$ cat config.mk
export PLATFORM = sky130hd
export DESIGN_NAME = timer_scheduler
export DESIGN_NICKNAME = d
export VERILOG_FILES = /design/src/rtl/timer_sched_pkg.sv /design/src/rtl/timer_scheduler_rr_arbiter.sv /design/src/rtl/timer_scheduler.sv
export SDC_FILE = /design/constraint.sdc
export NUM_CORES = 1
export LEC_CHECK = 0
export ABC_CLOCK_PERIOD_IN_PS = 4400
export CAP_MARGIN = 30
export CORE_MARGIN = 2
export CORE_UTILIZATION = 45
export CTS_CLUSTER_SIZE = 25
export DETAILED_ROUTE_END_ITERATION = 16
export PLACE_DENSITY = 0.75
export SYNTH_ARGS = -nofsm -noshare
export SYNTH_HDL_FRONTEND = slang
export SYNTH_SLANG_ARGS = --single-unit
$ cat constraint.sdc
create_clock -name clk -period 4.4 [get_ports clk]
set_input_delay 0.44 -clock clk [delete_from_list [all_inputs] [get_ports clk]]
set_output_delay 0.44 -clock clk [all_outputs]
set_load 0.02 [all_outputs]
$ cat src/rtl/timer_sched_pkg.sv
// timer_sched_pkg: shared state encoding and default sizing for the timer scheduler
package timer_sched_pkg;
  typedef enum logic {IDLE, COUNT} state_t;
  localparam int N_REQ_DEF = 4;
  localparam int W_DEF = 5;
endpackage

$ cat src/rtl/timer_scheduler_rr_arbiter.sv
// rr_arbiter: combinational round-robin pick starting at ptr and wrapping
module rr_arbiter #(
  parameter int N_REQ = 4,
  localparam int PW = $clog2(N_REQ)
) (
  input  logic [N_REQ-1:0] req,
  input  logic [PW-1:0]    ptr,
  output logic [N_REQ-1:0] gnt,
  output logic [PW-1:0]    idx
);
  // scan from farthest to nearest so the requester closest to ptr is written last and wins
  always_comb begin
    gnt = '0;
    idx = ptr;
    for (int i = N_REQ - 1; i >= 0; i--) begin
      if (req[(int'(ptr) + i) % N_REQ]) begin
        gnt = '0;
        gnt[(int'(ptr) + i) % N_REQ] = 1'b1;
        idx = PW'((int'(ptr) + i) % N_REQ);
      end
    end
  end
endmodule

$ cat src/rtl/timer_scheduler.sv
// timer_scheduler: one shared countdown timer granted round-robin to N_REQ requesters
module timer_scheduler
  import timer_sched_pkg::*;
#(
  parameter int N_REQ = N_REQ_DEF,
  parameter int W = W_DEF,
  localparam int PW = $clog2(N_REQ)
) (
  input  logic             clk,
  input  logic             rst_n,
  input  logic [N_REQ-1:0] req_valid,
  input  logic [N_REQ*W-1:0] req_delay,
  output logic [N_REQ-1:0] req_ready,
  input  logic             abort,
  output logic [N_REQ-1:0] done,
  output logic             busy,
  output logic [PW-1:0]    owner
);
  state_t state_q, state_d;
  logic [W-1:0] cnt_q, sel_delay;
  logic [PW-1:0] ptr_q, owner_q, gnt_idx, next_ptr;
  logic [N_REQ-1:0] gnt, done_q;
  logic accept, expire;

  rr_arbiter #(.N_REQ(N_REQ)) u_arb (
    .req(req_valid),
    .ptr(ptr_q),
    .gnt(gnt),
    .idx(gnt_idx)
  );

  assign sel_delay = req_delay[gnt_idx*W +: W];
  assign accept = (state_q == IDLE) && |gnt;
  assign expire = (state_q == COUNT) && !abort && cnt_q == '0;
  assign next_ptr = (gnt_idx == PW'(N_REQ - 1)) ? '0 : gnt_idx + PW'(1);
  assign done = done_q;
  assign owner = owner_q;

  // state register
  always_ff @(posedge clk or negedge rst_n) begin
    if (!rst_n) state_q <= IDLE;
    else state_q <= state_d;
  end

  // next state: abort outranks expiry, both return to IDLE
  always_comb begin
    state_d = (state_q == IDLE) ? (accept ? COUNT : IDLE) : ((abort || cnt_q == '0) ? IDLE : COUNT);
  end

  // outputs: grants only offered while idle
  always_comb begin
    req_ready = (state_q == IDLE) ? gnt : '0;
    busy = state_q == COUNT;
  end

  // counter, pointer, owner and registered done pulse; a 0 delay wraps to a full 2^W count
  always_ff @(posedge clk or negedge rst_n) begin
    if (!rst_n) begin
      cnt_q <= '0;
      ptr_q <= '0;
      owner_q <= '0;
      done_q <= '0;
    end else begin
      cnt_q <= accept ? sel_delay - W'(1) : ((state_q == COUNT) ? cnt_q - W'(1) : cnt_q);
      ptr_q <= accept ? next_ptr : ptr_q;
      owner_q <= accept ? gnt_idx : owner_q;
      done_q <= expire ? (N_REQ'(1) << owner_q) : '0;
    end
  end
endmodule

* After elaboration in Yosys (flattened, before gate mapping)
Cells that the tools add are included.
** Word-level totals
- Flip-flop bits (word level) :: 14
- Input port bits :: 27
** Operators by class
- $add $sub $neg :: 6
- Multipliers :: 1
- $lt $le $gt $ge :: 8
- Eq/ne operators :: 1
- Shift-type cells :: 2
- Muxes and demuxes :: 35
- Bitwise operators :: 4
- Reductions and logical operators :: 15
** Operators by type and width (number)
- $mux 4 :: 6
- $shiftx 20x6->5 :: 1
- $mux 1 :: 14
- $lt 3x4->1 const B :: 3
- $mux 2 :: 5
- $mux 5 :: 2
- $sub 5x1->5 const B :: 2
- $ge 3x1->1 const B :: 3
- $bmux 1 s2 :: 4
- $demux 1 s2 :: 4
- $logic_and 1x1->1 :: 7
- $reduce_or 2->1 :: 3
- $logic_not 5->1 :: 1
- $mul 2x3->5 const B :: 1
- $add 2x1->2 const B :: 2
- $add 2x2->2 const B :: 2
- $reduce_or 4->1 :: 1
- $shl 1x2->4 const A :: 1
- $and 1x1->1 const A :: 3
- $lt 2x3->1 const B :: 1
- $eq 2x2->1 const B :: 1
- $ge 2x1->1 const B :: 1
- $reduce_bool 2->1 :: 1
- $logic_not 1->1 :: 1
- 2 further kinds :: 2

* Logic depth before layout (Yosys ltp)
Gate-level depths: netlist of run 1.
- Depth after elaboration :: 15
- Depth in mapped cells :: 19
- Gate-level depth less buffers :: 16

* Modules after synthesis
From an unflattened synthesis of run 1, not the netlist that was laid out.
** Unflattened totals
- Cells, all modules :: 129
- Area total of the unflattened synthesis :: 1268.7 um^2
** By module, submodules not included
- timer_scheduler :: times used 1, cells each 78, area each 839.6 um^2, sequential area each 350.3 um^2
- rr_arbiter :: times used 1, cells each 51, area each 429.2 um^2, sequential area each 0.0 um^2

* Worst setup path before layout of run 1
Ideal clock, no wire load.
- Path type :: register -> register
- From :: register ptr_q[1]
- To :: register cnt_q[2]
- Setup time :: 134 ps
- Data arrival time :: 3573 ps
- Data required time :: 4266 ps
- Setup slack :: 693 ps
- Stages on the path, launching flop included :: 18
- Buffers on the path :: 2
- Clock period less this slack :: 3707 ps
- Path through :: dfrtp_1 -> buf_2 -> inv_1 -> ha_1 -> mux4_1 -> and2b_1 -> a31oi_1 -> nor4_4 -> or2_1 -> buf_6 -> inv_4 -> nor2_1 -> a21oi_1 -> ha_1 -> xnor2_1 -> nor2_1 -> a21oi_1 -> o21ai_1
** On the way
- Longest elaborated chain between the ends :: 14
- Elaborated cells between the ends (all ways) :: 55
** Ends and longest elaborated chain
- start: declaration :: line timer_scheduler.sv:21 : logic [PW-1:0] ptr_q, owner_q, gnt_idx, next_ptr;
- start signal: assignment :: line timer_scheduler.sv:65 : ptr_q <= accept ? next_ptr : ptr_q;
- parallel branches: the longest is 14 deep, another holds $mul 2x3->5
- end signal: assignment :: line timer_scheduler.sv:64 : cnt_q <= accept ? sel_delay - W'(1) : ((state_q == COUNT) ? cnt_q - W'(1) : cnt_q);
- end: declaration :: line timer_scheduler.sv:20 : logic [W-1:0] cnt_q, sel_delay;
Several ways; the timed one is not identified. The select of a mux whose other input is x is not followed.
A chain may end at the register's enable or synchronous reset.

* Worst setup path in the final report of run 1
- From :: input port req_valid[2]
- To :: register cnt_q[2]
** On the way
- Longest elaborated chain between the ends :: 11
- Elaborated cells between the ends (all ways) :: 26
** Ends and longest elaborated chain
- start: declaration :: line timer_scheduler.sv:11 : input logic [N_REQ-1:0] req_valid,
- $bmux 1 s2 :: line timer_scheduler_rr_arbiter.sv:16 : if (req[(int'(ptr) + i) % N_REQ]) begin
- $mux 1 (implied by the code) (2 in series) :: line timer_scheduler_rr_arbiter.sv:16
- $mux 2 (4 in series) :: line timer_scheduler_rr_arbiter.sv:16
- $mul 2x3->5 :: line timer_scheduler.sv:32 : assign sel_delay = req_delay[gnt_idx*W +: W];
- $shiftx 20x6->5 :: line timer_scheduler.sv:32
- $sub 5x1->5 :: line timer_scheduler.sv:64
- $mux 5 :: line timer_scheduler.sv:64
Parallel ways exist; a longest one is shown, timed or not. The select of a mux whose other input is x is not followed.

==> results.json, run 1 <==
{
  "cap_violations": 0,
  "commonest_cells_after_routing_fill_and_taps_aside": "37 x clkdlybuf4s50_1, 16 x mux2i_1, 15 x nand2_1",
  "setup.worst_path.class": "primary input to flip-flop",
  "worst_setup_hold_path_clk_slew_ps": 70,
  "detailedPlacementHpwl_mm": 2.64,
  "ant_nets": 0,
  "ys_seq_area_share_pct": 23.9,
  "most_common_cell_after_layout_fill_and_taps_aside": "clkdlybuf4s50_1",
  "die-area_mm2": 0.00373,
  "post-route-period-util_pct": 84.2,
  "num_antenna_cells": 0,
  "slew_viol_final": 0,
  "cts_made_buffers": 3,
  "synth_top_flop_cell": "dfrtp_1",
  "synth.distinct_cells": 45,
  "cp.buffers_inverters": 3,
  "vias": 1342,
  "top_level_ports": 38,
  "area_share_of_the_largest_cell_type_after_synthesis_pct": 23.9,
  "synth_edf_count": 0,
  "grt_start_max_net_pins": 20,
  "max_stage_delay_ps": 680,
  "die-height_um": 61.0,
  "antenna_found_initial": 0,
  "vdd_drop_max_v": 0.000379,
  "globalRoute.totalOverflow": 0,
  "crit_path_end_kind": "flip-flop",
  "synth_nets": 194,
  "worst_ep_required_time_ps": 4550,
  "synth_instances": 159,
  "post_synth_main_area_contributors": "dfrtp_1 24%, mux2i_1 11%, ha_1 6.8%, mux4_2 6.2%, nand2_1 3.8%",
  "drc": 0,
  "avgViaCountPerCell": 5.59,
  "timing.critical_path.fanout_max": 11,
  "fin_worst_skew_ps": 1.72,
  "postSynth.asyncResetShare_pct": 100,
  "utilization_pct": 61.7,
  "starting_density_of_the_core_pct": 47.6,
  "routed-wl-met2_mm": 1.64,
  "outcome": "finished, final reports clean",
  "cpMaxStageDelayCell": "clkdlybuf4s50_1",
  "synthToLayoutAreaGrowth_pct": 29.7,
  "cts.path.max_buffers": 2,
  "cts_tree": "done",
  "setup.worst_path.start_class": "primary input",
  "port_buffers": 37,
  "totalWireLength_mm": 3.31,
  "maxClockFrequency_mhz": 270,
  "first_pass_grt_wire_length_mm": 5.64,
  "rsz0062_at_grt": "no",
  "leakage_nw": 0.815,
  "synth_area_mm2": 0.00146,
  "period_minus_slack_ps": 3710,
  "min_path_type": "flip-flop to flip-flop",
  "core.rowCount": 20,
  "largest_delay_share_family_worst_path": "buffers and inverters",
  "routedWlPerCell_um": 13.8,
  "top_layer": "met4",
  "post_synthesis_area_per_instance_um2": 9.21,
  "place.gp.congestion": 0.888,
  "worst_slew_pin_slew_ps": 591,
  "clk-insertion-delay-late_ps": 280,
  "dr.first_iter.drc_count": 50,
  "layout.filler_cells": 276,
  "dr_wl_met3_um": 161,
  "fin_tns_setup_ps": 0,
  "first_global_vias": 1301,
  "hold_viol": 0,
  "slew_headroom_pct": 60.5,
  "synth_seq_cells": 14,
  "cts_repair_resize_count": 0,
  "drtPass1Iterations": 4,
  "power.density_cell_area_mw_per_mm2": 878,
  "fraction_of_layout_cells_with_a_size_suffix_above_1_pct": 10.2,
  "cts_hold_buf": 0,
  "yosys.area.top_type": "dfrtp_1",
  "cts_htree_levels": 1,
  "post-cts-setup-buffers": 0,
  "yosysWarnings": 0,
  "setup-violations-final": 0,
  "fin_nets": 233,
  "overall_track_demand_over_capacity_in_global_routing_pct": 19.6,
  "cts_root_buf": "clkbuf_4",
  "clkSinkCount": 14,
  "die_x_um": 61.0,
  "crit_chain": "clkdlybuf4s50_1 > inv_1 > mux4_2 > and2b_1 > a31oi_1 > nor4_4 > or2_1 > inv_4 > nor2_1 > a21oi_1 > ha_1 > xnor2_1 > nor2_1 > a21oi_1 > o21ai_1",
  "timing.critical_path.arrival_ps": 3860,
  "m1WireLength_mm": 1.49,
  "core_area_mm2": 0.00308
}
-- worst register-to-register path: stages (launching register included) --
cell and delay [ps]:
dfrtp_1 360, inv_1 130, ha_1 340, mux4_1 620, and2b_1 290, a31oi_1 150
nor4_4 310, or2_1 380, inv_4 90, nor2_1 100, a21oi_1 60, ha_1 290
xnor2_1 190, nor2_1 60, a21oi_1 130, o21ai_1 70
-- report_power, final --
part | total (mW) | switching [mW] | leakage, nW | internal (mW)
clock | 0.0703 | 0.0385 | 0.0138 | 0.0318
sequential | 0.247 | 0.0623 | 0.171 | 0.185
combinational | 1.35 | 0.721 | 0.630 | 0.628
-- path summary, 6_finish.rpt --
path	from	endpoint	slack (ps)	cells after the start
hold reg to reg	owner[1]$_DFFE_PN0N_	done[1]$_DFF_PN0_	490	1
hold / removal	owner[1]$_DFFE_PN0N_	done[1]$_DFF_PN0_	490	1
min in group asynchronous	rst_n	owner[1]$_DFFE_PN0N_	530	1
setup reg to reg	ptr_q[1]$_DFFE_PN0N_	cnt_q[2]$_DFFE_PN0P_	700	15
max in group asynchronous	rst_n	cnt_q[1]$_DFFE_PN0P_	3490	1
setup / recovery	req_valid[2]	cnt_q[2]$_DFFE_PN0P_	690	15
-- layout make-up --
class,count,area (um^2),area share [%]
multi-input combinational,126,1020,53.7
tap,44,55.1,2.90
timing repair buffer,42,408,21.5
inverter,11,43.8,2.31
clock buffer,3,22.5,1.19
sequential,14,350,18.5
-- logic make-up (layout without fill, tap and decap cells) --
| logic type | count (synthesis) | in the layout | share of synthesized area [%] |
|---|---|---|---|
| AO/OA/AOI/OAI | 39 | 39 | 19.7 |
| XOR/XNOR | 5 | 5 | 2.99 |
| adder cells (fa/ha/maj) | 8 | 8 | 6.84 |
| buffers and inverters | 19 | 56 | 6.49 |
| flip-flops | 14 | 14 | 23.9 |
| multiplexers | 22 | 22 | 20.7 |
| AND/OR/NAND/NOR | 52 | 52 | 19.4 |
-- per-stage QoR --
step           setup WS [ps]  hold slack [ps]  std cells  total power, mW  instance area [um^2]
3_5_place_dp             393              485        237             1.59                  1880
2_1_floorplan            693              144        159             1.28                  1460
6_report                 694              488        240             1.67                  1900
4_1_cts                  696              495        240             1.67                  1900
3_3_place_gp             608              474        237             1.54                  1880
5_1_grt                  406              523        240             1.82                  1900
-- cell usage after synthesis, types with 2 or more instances --
cell type and instances:
dfrtp_1 14, nand2_1 15, inv_1 9, or2b_1 5, xnor2_1 4, nor2b_1 7, nand2b_1 2, mux2i_1 16
a31oi_1 4, nor3_1 6, nor2_1 9, buf_2 5, a21oi_1 8, o221ai_1 3, o21ai_0 8, buf_6 2
mux4_2 4, mux4_1 2, ha_1 8, a22oi_1 3
-- metal layers --
metal	up-vias	track usage, %
met5	-	0
met3	3	3.36
li1	662	-
met1	625	25.1
met2	52	33.0
met4	0	8.07
-- registers in the layout, indices dropped and copies added, names as in the netlist --
| signal | count |
|---|---|
| busy | 1 |
| done | 4 |
| owner | 2 |
| ptr_q | 2 |
| cnt_q | 5 |
Power figures use the tool's default switching activity.
==> run 2: changes to the inputs <==
--- a/config.mk
+++ b/config.mk
@@ -5,7 +5,7 @@
 export SDC_FILE = /design/constraint.sdc
 export NUM_CORES = 1
 export LEC_CHECK = 0
-export ABC_CLOCK_PERIOD_IN_PS = 4400
+export ABC_CLOCK_PERIOD_IN_PS = 3780
 export CAP_MARGIN = 30
 export CORE_MARGIN = 2
 export CORE_UTILIZATION = 45
==> constraint.sdc (replaced) <==
create_clock -name clk -period 3.78 [get_ports clk]
set_input_delay 0.378 -clock clk [delete_from_list [all_inputs] [get_ports clk]]
set_output_delay 0.378 -clock clk [all_outputs]
set_load 0.02 [all_outputs]
==> run 2 against run 1 <==
  * Clock-buffer cell count is the same
  * Sequential share of layout area shrank 0.14 points
  * Critical path depth is the same
  * Sequential cell count is the same
  * Setup slack lost 440 ps
  * Total power grew 17%
  * First-iteration DRC count shrank 36%
  * Largest cell class unchanged
  * Hold slack lost 17 ps
  * Critical path type is now flip-flop to flip-flop
  * Wire length grew 3.8%
  * Cell count grew 0.83%
==> results.json, run 2 (synthesis results as in run 1) <==
{
  "outcome": "finished, final reports clean",
  "ant_nets": 0,
  "core.rowCount": 20,
  "most_common_cell_after_layout_fill_and_taps_aside": "clkdlybuf4s50_1",
  "dr.first_iter.drc_count": 32,
  "largest_reg_flops": 5,
  "die-height_um": 61.0,
  "drtPass1Iterations": 4,
  "min_path_type": "primary input to asynchronous set/reset pin",
  "detailedPlacementHpwl_mm": 2.71,
  "cts_made_buffers": 3,
  "cts_root_buf": "clkbuf_4",
  "clk-insertion-delay-late_ps": 280,
  "grt_start_max_net_pins": 20,
  "cts.path.max_buffers": 2,
  "routedWlPerCell_um": 14.2,
  "core_area_mm2": 0.00308,
  "starting_density_of_the_core_pct": 47.6,
  "worst_setup_hold_path_clk_slew_ps": 80,
  "num_antenna_cells": 0,
  "worst_slew_pin_slew_ps": 602,
  "cts_htree_levels": 1,
  "placedInstanceArea_mm2": 0.00189,
  "timing.critical_path.fanout_max": 6,
  "place.gp.congestion": 0.927,
  "cts_tree": "done",
  "synthToLayoutAreaGrowth_pct": 30.7,
  "clkSinkCount": 14,
  "antenna_found_initial": 0,
  "r2r_path_end": "cnt_q[2]$_DFFE_PN0P_",
  "fin_nets": 235,
  "fin_worst_skew_ps": 3.21,
  "crit_path_end_kind": "flip-flop",
  "post-cts-setup-buffers": 0,
  "final_critical_path_setup_slack_ps": 251,
  "power.density_cell_area_mw_per_mm2": 1020,
  "vias": 1323,
  "design_area_mm2": 0.00191,
  "top_level_ports": 38,
  "die-area_mm2": 0.00373,
  "vdd_drop_max_v": 0.000449,
  "ff2ff_setup_slack_ps": 250,
  "first_pass_grt_wire_length_mm": 5.63,
  "post-route-period-util_pct": 93.4,
  "drc": 0,
  "maxClockFrequency_mhz": 283,
  "die_x_um": 61.0,
  "final-instance-count-excl-fill": 242,
  "avgViaCountPerCell": 5.47,
  "commonest_cells_after_routing_fill_and_taps_aside": "37 x clkdlybuf4s50_1, 16 x mux2i_1, 15 x nand2_1",
  "setup.worst_path.start_class": "flip-flop",
  "worst_ep_required_time_ps": 3930,
  "cts_hold_buf": 0,
  "totalWireLength_mm": 3.44,
  "cts_repair_resize_count": 0,
  "crit_chain": "inv_1 > ha_1 > mux4_1 > and2b_1 > a31oi_1 > nor4_4 > or2_1 > inv_4 > nor2_1 > a21oi_1 > ha_1 > xnor2_1 > nor2_1 > a21oi_1 > o21ai_1",
  "cap_violations": 0,
  "overall_track_demand_over_capacity_in_global_routing_pct": 20.0,
  "period_minus_slack_ps": 3530,
  "cpMaxStageDelayCell": "mux4_1",
  "fin_tns_setup_ps": 0,
  "timing.critical_path.arrival_ps": 3680,
  "hold_viol": 0,
  "placed_cells_incl_taps": 239,
  "leakage_nw": 0.824,
  "largest_delay_share_family_worst_path": "simple AND/OR/NAND/NOR gates",
  "globalRoute.totalOverflow": 0,
  "post-place-ws_ps": 28.1,
  "max_stage_delay_ps": 620,
  "setup.worst_path.class": "flip-flop to flip-flop",
  "slew_viol_final": 0,
  "worstReg2RegStart": "ptr_q[0]$_DFFE_PN0N_",
  "total_power_mw": 1.95,
  "port_buffers": 37,
  "rsz0062_at_grt": "no",
  "fraction_of_layout_cells_with_a_size_suffix_above_1_pct": 11.1,
  "max_flop_register": "cnt_q",
  "slew_headroom_pct": 59.7,
  "setup-violations-final": 0,
  "depth_of_the_worst_register_to_register_path": 15,
  "cp.buffers_inverters": 2,
  "first_global_vias": 1267
}
run 2: area by class of cell:
class | count | area [um^2]
Clock buffer | 3 | 22.5
Tap cell | 44 | 55.1
Sequential cell | 14 | 350
Multi-Input combinational cell | 126 | 1020
Fill cell | 294 | 1160
Inverter | 11 | 43.8
Timing Repair Buffer | 44 | 423
run 2: per-stage QoR:
step | hold WS, ps | utilization, %
4_1_cts | 491 | 62.2
2_1_floorplan | 82.4 | -
6_report | 471 | 62.2
3_5_place_dp | 479 | 61.4
3_3_place_gp | 471 | 61.4
5_1_grt | 511 | 62.2
run 2: how the worst max path moves through the flow:
stage,start,to,slack [ps],cells after the start
3_3_place_gp,req_valid[0],cnt_q[2]$_DFFE_PN0P_,220,15
2_1_floorplan,ptr_q[1]$_DFFE_PN0N_,cnt_q[2]$_DFFE_PN0P_,70,17
4_1_cts,ptr_q[0]$_DFFE_PN0N_,cnt_q[2]$_DFFE_PN0P_,250,14
3_5_place_dp,req_valid[0],cnt_q[2]$_DFFE_PN0P_,30,15
6_report,ptr_q[0]$_DFFE_PN0N_,cnt_q[2]$_DFFE_PN0P_,250,15
5_1_grt,ptr_q[1]$_DFFE_PN0N_,cnt_q[2]$_DFFE_PN0P_,20,16
run 2: metal layers:
metal | global-route usage, % | routed length (um) | vias up
met5 | 0 | 0 | -
met1 | 25.9 | 1520 | 626
met4 | 7.45 | 19 | 0
li1 | - | - | 660
met3 | 2.10 | 106 | 2
met2 | 34.2 | 1790 | 35
run 2: power by group:
group | switching [mW] | internal (mW)
Sequential | 0.0716 | 0.215
Combinational | 0.835 | 0.744
Clock | 0.0465 | 0.0370
